`config.mk`:
```
export PLATFORM = sky130hd
export DESIGN_NAME = alu_issue_ctrl
export DESIGN_NICKNAME = d
export VERILOG_FILES = /design/src/rtl/alu_issue_ctrl.sv
export SDC_FILE = /design/constraint.sdc
export NUM_CORES = 1
export LEC_CHECK = 0
export BUFFER_PORTS_ARGS = -buffer_cell sky130_fd_sc_hd__clkbuf_2
export CAP_MARGIN = 20
export CORE_AREA = 2 2 157 159
export DETAILED_ROUTE_END_ITERATION = 16
export DIE_AREA = 0 0 159 161
export PLACE_DENSITY_LB_ADDON = 0.1
export SETUP_SLACK_MARGIN = 0.2
export SLEW_MARGIN = 20
export SYNTH_ARGS = -nofsm -noshare
export SYNTH_HDL_FRONTEND = slang
export SYNTH_SLANG_ARGS = --single-unit
```
`constraint.sdc`:
```
create_clock -name clk -period 2.57 [get_ports clk]
set_input_delay 0.514 -clock clk [delete_from_list [all_inputs] [get_ports clk]]
set_output_delay 0.514 -clock clk [all_outputs]
set_load 0.03 [all_outputs]
```
`src/rtl/alu_issue_ctrl.sv`:
```
// Issue/sequencing controller for the 16-bit ALU datapath: takes one instruction
// at a time, reads operands, drives ALU/multiplier/data memory and writes back.
module alu_issue_ctrl #(
    parameter int MUL_TIMEOUT = 32,
    parameter int DW          = 16
) (
    input  logic            clk,
    input  logic            rst_n,
    input  logic            instr_valid,
    output logic            instr_ready,
    input  logic [31:0]     instr,
    output logic [4:0]      rf_raddr_a,
    output logic [4:0]      rf_raddr_b,
    input  logic [DW-1:0]   rf_rdata_a,
    input  logic [DW-1:0]   rf_rdata_b,
    output logic            rf_we,
    output logic [4:0]      rf_waddr,
    output logic [DW-1:0]   rf_wdata,
    output logic [3:0]      alu_sel,
    output logic [DW-1:0]   alu_a,
    output logic [DW-1:0]   alu_b,
    input  logic [DW-1:0]   alu_result,
    output logic            mul_start,
    input  logic            mul_done,
    input  logic [2*DW-1:0] mul_product,
    output logic [7:0]      dmem_addr,
    output logic            dmem_re,
    output logic            dmem_we,
    output logic [DW-1:0]   dmem_wdata,
    input  logic [DW-1:0]   dmem_rdata,
    output logic            busy,
    output logic            illegal_op,
    output logic            mul_err
);

    typedef enum logic [2:0] {
        IDLE    = 3'd0,
        DECODE  = 3'd1,
        EXEC    = 3'd2,
        MEMWAIT = 3'd3,
        MULWAIT = 3'd4,
        WB      = 3'd5,
        WB_HI   = 3'd6
    } state_t;

    localparam logic [5:0] OP_LDI      = 6'h00;
    localparam logic [5:0] OP_MOV      = 6'h01;
    localparam logic [5:0] OP_LD       = 6'h02;
    localparam logic [5:0] OP_ST       = 6'h03;
    localparam logic [5:0] OP_MUL      = 6'h07;
    localparam logic [5:0] OP_LAST_ALU = 6'h10;

    localparam int             CW       = (MUL_TIMEOUT > 2) ? $clog2(MUL_TIMEOUT) : 1;
    localparam logic [CW-1:0]  CNT_LAST = CW'(MUL_TIMEOUT - 1);

    state_t          state_r;
    logic [31:0]     ir_r;
    logic [CW-1:0]   cnt_r;
    logic [DW-1:0]   hi_r;
    logic [5:0]      op_s;
    logic            is_mul_s;

    assign op_s        = ir_r[31:26];
    assign is_mul_s    = (op_s == OP_MUL);
    assign rf_raddr_a  = ir_r[4:0];
    assign rf_raddr_b  = ir_r[9:5];
    assign instr_ready = (state_r == IDLE);

    // Instruction sequencer: all strobes default low and are raised for the single cycle they are needed.
    always_ff @(posedge clk or negedge rst_n) begin
        if (!rst_n) begin
            state_r    <= IDLE;
            ir_r       <= 32'h0000_0000;
            cnt_r      <= '0;
            hi_r       <= '0;
            rf_we      <= 1'b0;
            rf_waddr   <= 5'd0;
            rf_wdata   <= '0;
            alu_sel    <= 4'd0;
            alu_a      <= '0;
            alu_b      <= '0;
            mul_start  <= 1'b0;
            dmem_addr  <= 8'h00;
            dmem_re    <= 1'b0;
            dmem_we    <= 1'b0;
            dmem_wdata <= '0;
            busy       <= 1'b0;
            illegal_op <= 1'b0;
            mul_err    <= 1'b0;
        end else begin
            rf_we      <= 1'b0;
            mul_start  <= 1'b0;
            dmem_re    <= 1'b0;
            dmem_we    <= 1'b0;
            illegal_op <= 1'b0;
            mul_err    <= 1'b0;
            case (state_r)
                IDLE: begin
                    if (instr_valid) begin
                        ir_r    <= instr;
                        busy    <= 1'b1;
                        state_r <= DECODE;
                    end else begin
                        state_r <= IDLE;
                    end
                end
                DECODE: begin
                    case (op_s)
                        OP_LDI: begin
                            rf_wdata <= ir_r[15:0];
                            rf_waddr <= ir_r[25:21];
                            rf_we    <= 1'b1;
                            state_r  <= WB;
                        end
                        OP_MOV: begin
                            rf_wdata <= rf_rdata_a;
                            rf_waddr <= ir_r[25:21];
                            rf_we    <= 1'b1;
                            state_r  <= WB;
                        end
                        OP_LD: begin
                            dmem_addr <= ir_r[7:0];
                            dmem_re   <= 1'b1;
                            state_r   <= MEMWAIT;
                        end
                        OP_ST: begin
                            dmem_addr  <= ir_r[25:18];
                            dmem_wdata <= rf_rdata_a;
                            dmem_we    <= 1'b1;
                            busy       <= 1'b0;
                            state_r    <= IDLE;
                        end
                        OP_MUL: begin
                            alu_a     <= rf_rdata_b;
                            alu_b     <= rf_rdata_a;
                            alu_sel   <= 4'd3;
                            mul_start <= 1'b1;
                            cnt_r     <= '0;
                            state_r   <= MULWAIT;
                        end
                        default: begin
                            // Opcodes 0x04..0x10 map onto ALU functions 0..12; the
                            // 4-bit wrap makes 0x10 come out as 12.
                            if (op_s <= OP_LAST_ALU) begin
                                alu_a   <= rf_rdata_b;
                                alu_b   <= rf_rdata_a;
                                alu_sel <= op_s[3:0] - 4'd4;
                                state_r <= EXEC;
                            end else begin
                                illegal_op <= 1'b1;
                                busy       <= 1'b0;
                                state_r    <= IDLE;
                            end
                        end
                    endcase
                end
                EXEC: begin
                    rf_wdata <= alu_result;
                    rf_waddr <= ir_r[20:16];
                    rf_we    <= 1'b1;
                    state_r  <= WB;
                end
                MEMWAIT: begin
                    rf_wdata <= dmem_rdata;
                    rf_waddr <= ir_r[25:21];
                    rf_we    <= 1'b1;
                    state_r  <= WB;
                end
                MULWAIT: begin
                    // A result arriving on the last allowed cycle still counts.
                    if (mul_done) begin
                        rf_wdata <= mul_product[DW-1:0];
                        rf_waddr <= ir_r[20:16];
                        hi_r     <= mul_product[2*DW-1:DW];
                        rf_we    <= 1'b1;
                        state_r  <= WB;
                    end else if (cnt_r == CNT_LAST) begin
                        mul_err <= 1'b1;
                        busy    <= 1'b0;
                        state_r <= IDLE;
                    end else begin
                        cnt_r   <= cnt_r + CW'(1);
                        state_r <= MULWAIT;
                    end
                end
                WB: begin
                    if (is_mul_s) begin
                        rf_wdata <= hi_r;
                        rf_waddr <= ir_r[25:21];
                        rf_we    <= 1'b1;
                        state_r  <= WB_HI;
                    end else begin
                        busy    <= 1'b0;
                        state_r <= IDLE;
                    end
                end
                WB_HI: begin
                    busy    <= 1'b0;
                    state_r <= IDLE;
                end
                default: begin
                    busy    <= 1'b0;
                    state_r <= IDLE;
                end
            endcase
        end
    end

endmodule

```
After elaboration in Yosys (flattened, before gate mapping)
Cells that the tools add are included.
{"block": "word_totals", "regBits": 144, "word_cells": 113}
{"block": "op_classes", "n_addsub": 2, "n_lt_le_gt_ge": 1, "n_eq_ne": 22, "n_mux": 48, "bitwise_logic": 2, "reduce_logical": 20}
{"op": "16-bit one-hot mux with 2 select lines", "n": 3}
{"op": "16-bit one-hot mux with 5 select lines", "n": 1}
{"op": "16-bit two-way mux", "n": 4}
{"op": "5-bit two-way mux", "n": 6}
{"op": "5-bit one-hot mux with 5 select lines", "n": 1}
{"op": "1-bit two-way mux", "n": 20}
{"op": "2-bit inequality test, second input constant", "n": 10}
{"op": "8-bit one-hot mux with 2 select lines", "n": 1}
{"op": "3-bit one-hot mux with 5 select lines", "n": 1}
{"op": "6-bit by 2-bit equality test with 1-bit output, second input constant", "n": 2}
{"op": "3-bit one-hot mux with 4 select lines", "n": 1}
{"op": "4-bit AND reduction", "n": 3}
{"op": "5-bit one-hot mux with 2 select lines", "n": 1}
{"op": "3-bit two-way mux", "n": 3}
{"op": "4-bit one-hot mux with 2 select lines", "n": 1}
{"op": "2-bit AND reduction", "n": 4}
{"op": "4-bit OR reduction", "n": 2}
{"op": "7-bit AND reduction", "n": 1}
{"op": "3-bit by 2-bit equality test with 1-bit output, second input constant", "n": 2}
{"op": "3-bit equality test, second input constant", "n": 2}
{"op": "6-bit by 1-bit equality test with 1-bit output, second input constant", "n": 1}
{"op": "6-bit by 3-bit equality test with 1-bit output, second input constant", "n": 1}
{"op": "6-bit by 5-bit <= comparator with 1-bit output, second input constant", "n": 1}
{"op": "6-bit logical NOT", "n": 1}
{"op": "17 further kinds", "n": 22}

Longest topological paths before layout
{"block": "depth", "ltp_word": 4, "mapped_depth": 8, "depth_no_buf": 7}

Worst setup path after synthesis
Ideal clock, no wire load.
{"block": "synth_path", "path_type": "register to register", "start": "register state_r[2]", "end": "register ir_r[10]", "setup_time_ns": 0.125, "arrival_time_ns": 2.331, "required_ns": 2.445, "setup_slack_ns": 0.115, "path_stages_with_launch": 7, "path_buffers": 3, "cell_sequence": "dfrtp_1 buf_4 nor3_1 and2_1 buf_2 buf_2 mux2_2"}
{"block": "synth_via", "elab_chain_cells": 2}
{"item": "start: declaration", "line": "56", "text": "state_t state_r;"}
{"item": "start signal: assignment", "line": "72", "text": "state_r <= IDLE;"}
{"item": "start signal: assignment", "line": "102", "text": "state_r <= DECODE;"}
{"item": "start signal: assignment", "line": "104", "text": "state_r <= IDLE;"}
{"item": "3-bit logical NOT"}
{"item": "named net instr_ready", "line": "10", "text": "output logic instr_ready,"}
{"item": "2-bit AND reduction (no line)"}
{"item": "end signal: assignment", "line": "100", "text": "ir_r <= instr;"}
{"item": "end: declaration", "line": "57", "text": "logic [31:0] ir_r;"}
The timed path passes the listed nets, and every way through them passes these cells.
A chain may end at the register's enable or synchronous reset.

Final worst setup path
{"block": "layout_path", "start": "register state_r[1]", "end": "register rf_wdata[11]"}
{"block": "layout_via", "elab_chain_cells": 3}
{"item": "3-bit by 1-bit equality test with 1-bit output, or another cell as far along", "line": "97", "text": "case (state_r)"}
{"item": "3-bit inequality test (no line), or another cell as far along"}
{"item": "4-bit AND reduction (no line)"}
{"item": "end signal: assignment", "line": "110", "text": "rf_wdata <= ir_r[15:0];"}
{"item": "end signal: assignment", "line": "116", "text": "rf_wdata <= rf_rdata_a;"}
{"item": "end signal: assignment", "line": "158", "text": "rf_wdata <= alu_result;"}
{"item": "end: declaration", "line": "18", "text": "output logic [DW-1:0] rf_wdata,"}
Parallel ways exist; a longest one is shown, timed or not.

==> impl_metrics.tcl <==
set metrics [dict create \
    syn_nets 725 \
    hold_class "in -> async" \
    r2r_cells 6 \
    vias_per_cell 4.81 \
    die_x_um 159 \
    p_per_area_nw_per_um2 1450 \
    grt_max_degree 58 \
    max_freq_mhz 429 \
    worstSetupPathType "reg -> reg" \
    overflow 0 \
    maxCapViolCount 0 \
    synth-edff-count 0 \
    diodes 0 \
    min_period_over_period_pct 90.8 \
    wl_mm 21.7 \
    synth_seq_cells 144 \
    clkLatencyLatePin_ns 0.42 \
    cts_tree "done" \
    htree_levels 4 \
    ant_nets 0 \
    final.setup_skew_ns 0.0110 \
    fin_tns_setup_ns 0 \
    worstPathMaxFanout 22 \
    slew-limit-headroom_pct 40.9 \
    crit_path_start_kind "flip-flop" \
    antenna_found_initial 2 \
    layout.cells.most_common_list "229 x clkbuf_2, 143 x dfrtp_1, 84 x mux2_2" \
    setup_violations 0 \
    yosys.area.top_type "dfrtp_1" \
    worstMarginPinSlew_ns 0.864 \
    yosysWarningCount 0 \
    final_area_um2 9000 \
    vias 5500 \
    drc 0 \
    floorplan.initialDensity_pct 28.5 \
    syn_to_final_growth_pct 31.9 \
    crit_arrival_ns 2.60 \
    synth-seq-area-share_pct 52.8 \
    status "completed" \
    drive_gt1_share_pct 47.1 \
    wl_per_cell_um 18.9 \
    synth_area_um2 6820 \
    cts_buffers 17 \
    syn_area_per_cell_um2 11.6 \
    slew_violations 0 \
    rsz0062_at_grt "true" \
    crit_chain "buf_4, nor2b_1, buf_4, and3_1, a2111oi_0, o41ai_2" \
    grt_pass1_vias 5820 \
    path_common_cell "buf_4" \
    rows 57 \
    ir_worst_vdd_mv 0.609 \
    coreArea_um2 24000 \
    finalHoldViolCount 0 \
    clock_sinks 144 \
    leakagePower_nw 4.25 \
    postCtsHoldBufs 0 \
    fill_cells 2423 \
    root_buffer "clkbuf_16" \
    synthTopCellsByArea "dfrtp_1 53%, mux2_2 14%, nand2_1 3.9%" \
    die_h_um 161 \
    worst-endpoint-required_ns 2.84 \
    cp-end-kind "flip-flop" \
    cts.path.max_buffers 2 \
    placement.io_buffers 230 \
    synth.top_cell.area_share_pct 52.8 \
    clk_pin_slew_worst_paths_ns 0.06 \
    slowest_stage "a2111oi_0" \
    grt_pass1_wl_mm 33.4 \
    dp_hpwl_mm 16.4 \
    slowest_delay_ns 0.74 \
    die-area_um2 25600 \
    gp_congestion 0.800 \
    async_flop_share_pct 100 \
    final_common_cell "clkbuf_2" \
    post_dp_cell_area_um2 8360 \
    drt_first_pass_iters 5 \
    synth_cell_type_count 50 \
    syn_inst 586 \
    drtIter0Drc 309 \
    grt_usage_pct 16.9 \
    ys.flop_type "dfrtp_1" \
    nets 947 \
    period_needed_ns 2.33 \
    ios 231 \
]
[power by group]
group / internal [mW] / total [mW] / switching (mW)
clock: 1.62 / 2.60 / 0.980
sequential: 3.37 / 4.23 / 0.852
combinational: 2.43 / 6.22 / 3.79
[per-layer routing]
| metal | global-route usage, % | vias up | routed length [um] | part of all wire (%) |
|---|---|---|---|---|
| met4 | 4.92 | 4 | 265 | 1.2 |
| met1 | 21.6 | 2696 | 9160 | 42 |
| met5 | 0 | - | 25 | 0.12 |
| met3 | 5.03 | 23 | 1450 | 6.7 |
| li1 | - | 2586 | - | - |
| met2 | 28.1 | 191 | 10800 | 50 |
[cell usage after synthesis (3+ instances only)]
cell type	n
dfrtp_1	144
mux2_2	84
nand2_1	70
nor3b_1	24
a31oi_1	22
clkbuf_1	22
mux2i_1	18
nor2_1	16
buf_2	14
a21oi_1	13
a22oi_1	13
and3_1	12
buf_4	12
o31ai_1	12
o21ai_0	11
a2111oi_0	10
o41ai_1	10
ha_1	7
inv_1	6
mux2_1	6
o22a_1	6
nand2b_1	5
nand3_1	5
and2_1	4
nor3_1	4
nor2b_1	3
o2bb2ai_1	3
[kinds of logic after synthesis]
group	after synthesis	share of synthesized area, %
flip-flops	144	52.8
AND/OR/NAND/NOR	159	12.4
adder cells (fa/ha/maj)	7	1.28
AO/OA/AOI/OAI	109	11.5
multiplexers	108	17.5
buffers and inverters	57	4.27
XOR/XNOR	2	0.257
[path summary, 6_finish.rpt]
| kind | from | to | slack, ns |
|---|---|---|---|
| min in group clk | mul_product[16] | hi_r[0]$_DFFE_PN0P_ | 0.29 |
| min | rst_n | alu_a[12]$_DFFE_PN0P_ | 0.05 |
| max | state_r[1]$_DFF_PN0_ | rf_wdata[11]$_DFFE_PN0P_ | 0.24 |
| max in group asynchronous | rst_n | state_r[2]$_DFF_PN0_ | 1.80 |
| min reg2reg | hi_r[11]$_DFFE_PN0P_ | hi_r[11]$_DFFE_PN0P_ | 0.47 |
| max reg2reg | state_r[1]$_DFF_PN0_ | rf_wdata[11]$_DFFE_PN0P_ | 0.24 |
[registers in the layout (all words and copies together) (netlist names)]
name        flops
alu_a          16
alu_b          16
alu_sel         4
busy            1
cnt_r           5
dmem_addr       8
dmem_re         1
dmem_wdata     16
dmem_we         1
hi_r           16
illegal_op      1
ir_r           32
mul_err         1
mul_start       1
rf_waddr        5
rf_wdata       16
rf_we           1
state_r         3
[critical path, delay by kind of cell (launching register included)]
kind            cells  cell delay, ns
buf+inv             2            0.44
compound gates      2            0.91
simple gates        2            0.28
flops               1            0.55
[stage by stage]
stage	std cells	power [mW]	util [%]	hold WS, ns	worst slack (ns)
final	1143	13.0	37.6	0.0539	0.237
after global routing	1143	13.9	37.6	0.0714	0.141
after CTS	1143	13.2	37.5	0.0588	0.207
after detailed placement	1113	10.5	34.9	0.457	0.185
after global placement	1113	10.4	34.9	0.458	0.301
after floorplan	586	8.47	-	0.218	0.442
[area by class of cell]
class                           count  area [um^2]  area share [%]
Sequential cell                   144         3600            40.1
Multi-Input combinational cell    385         2960            32.9
Timing Repair Buffer              254         1390            15.4
Clock buffer                       18          429            4.77
Tap cell                          324          405            4.51
Clock inverter                     12          185            2.06
Inverter                            6         22.5           0.250
[what timing repair did]
action / CTS / global route
resized for setup: 1 / 5
setup endpoints to repair: 5 / 41
buffers inserted: 0 / 0
Note: power is estimated with default switching activity, not from simulation.
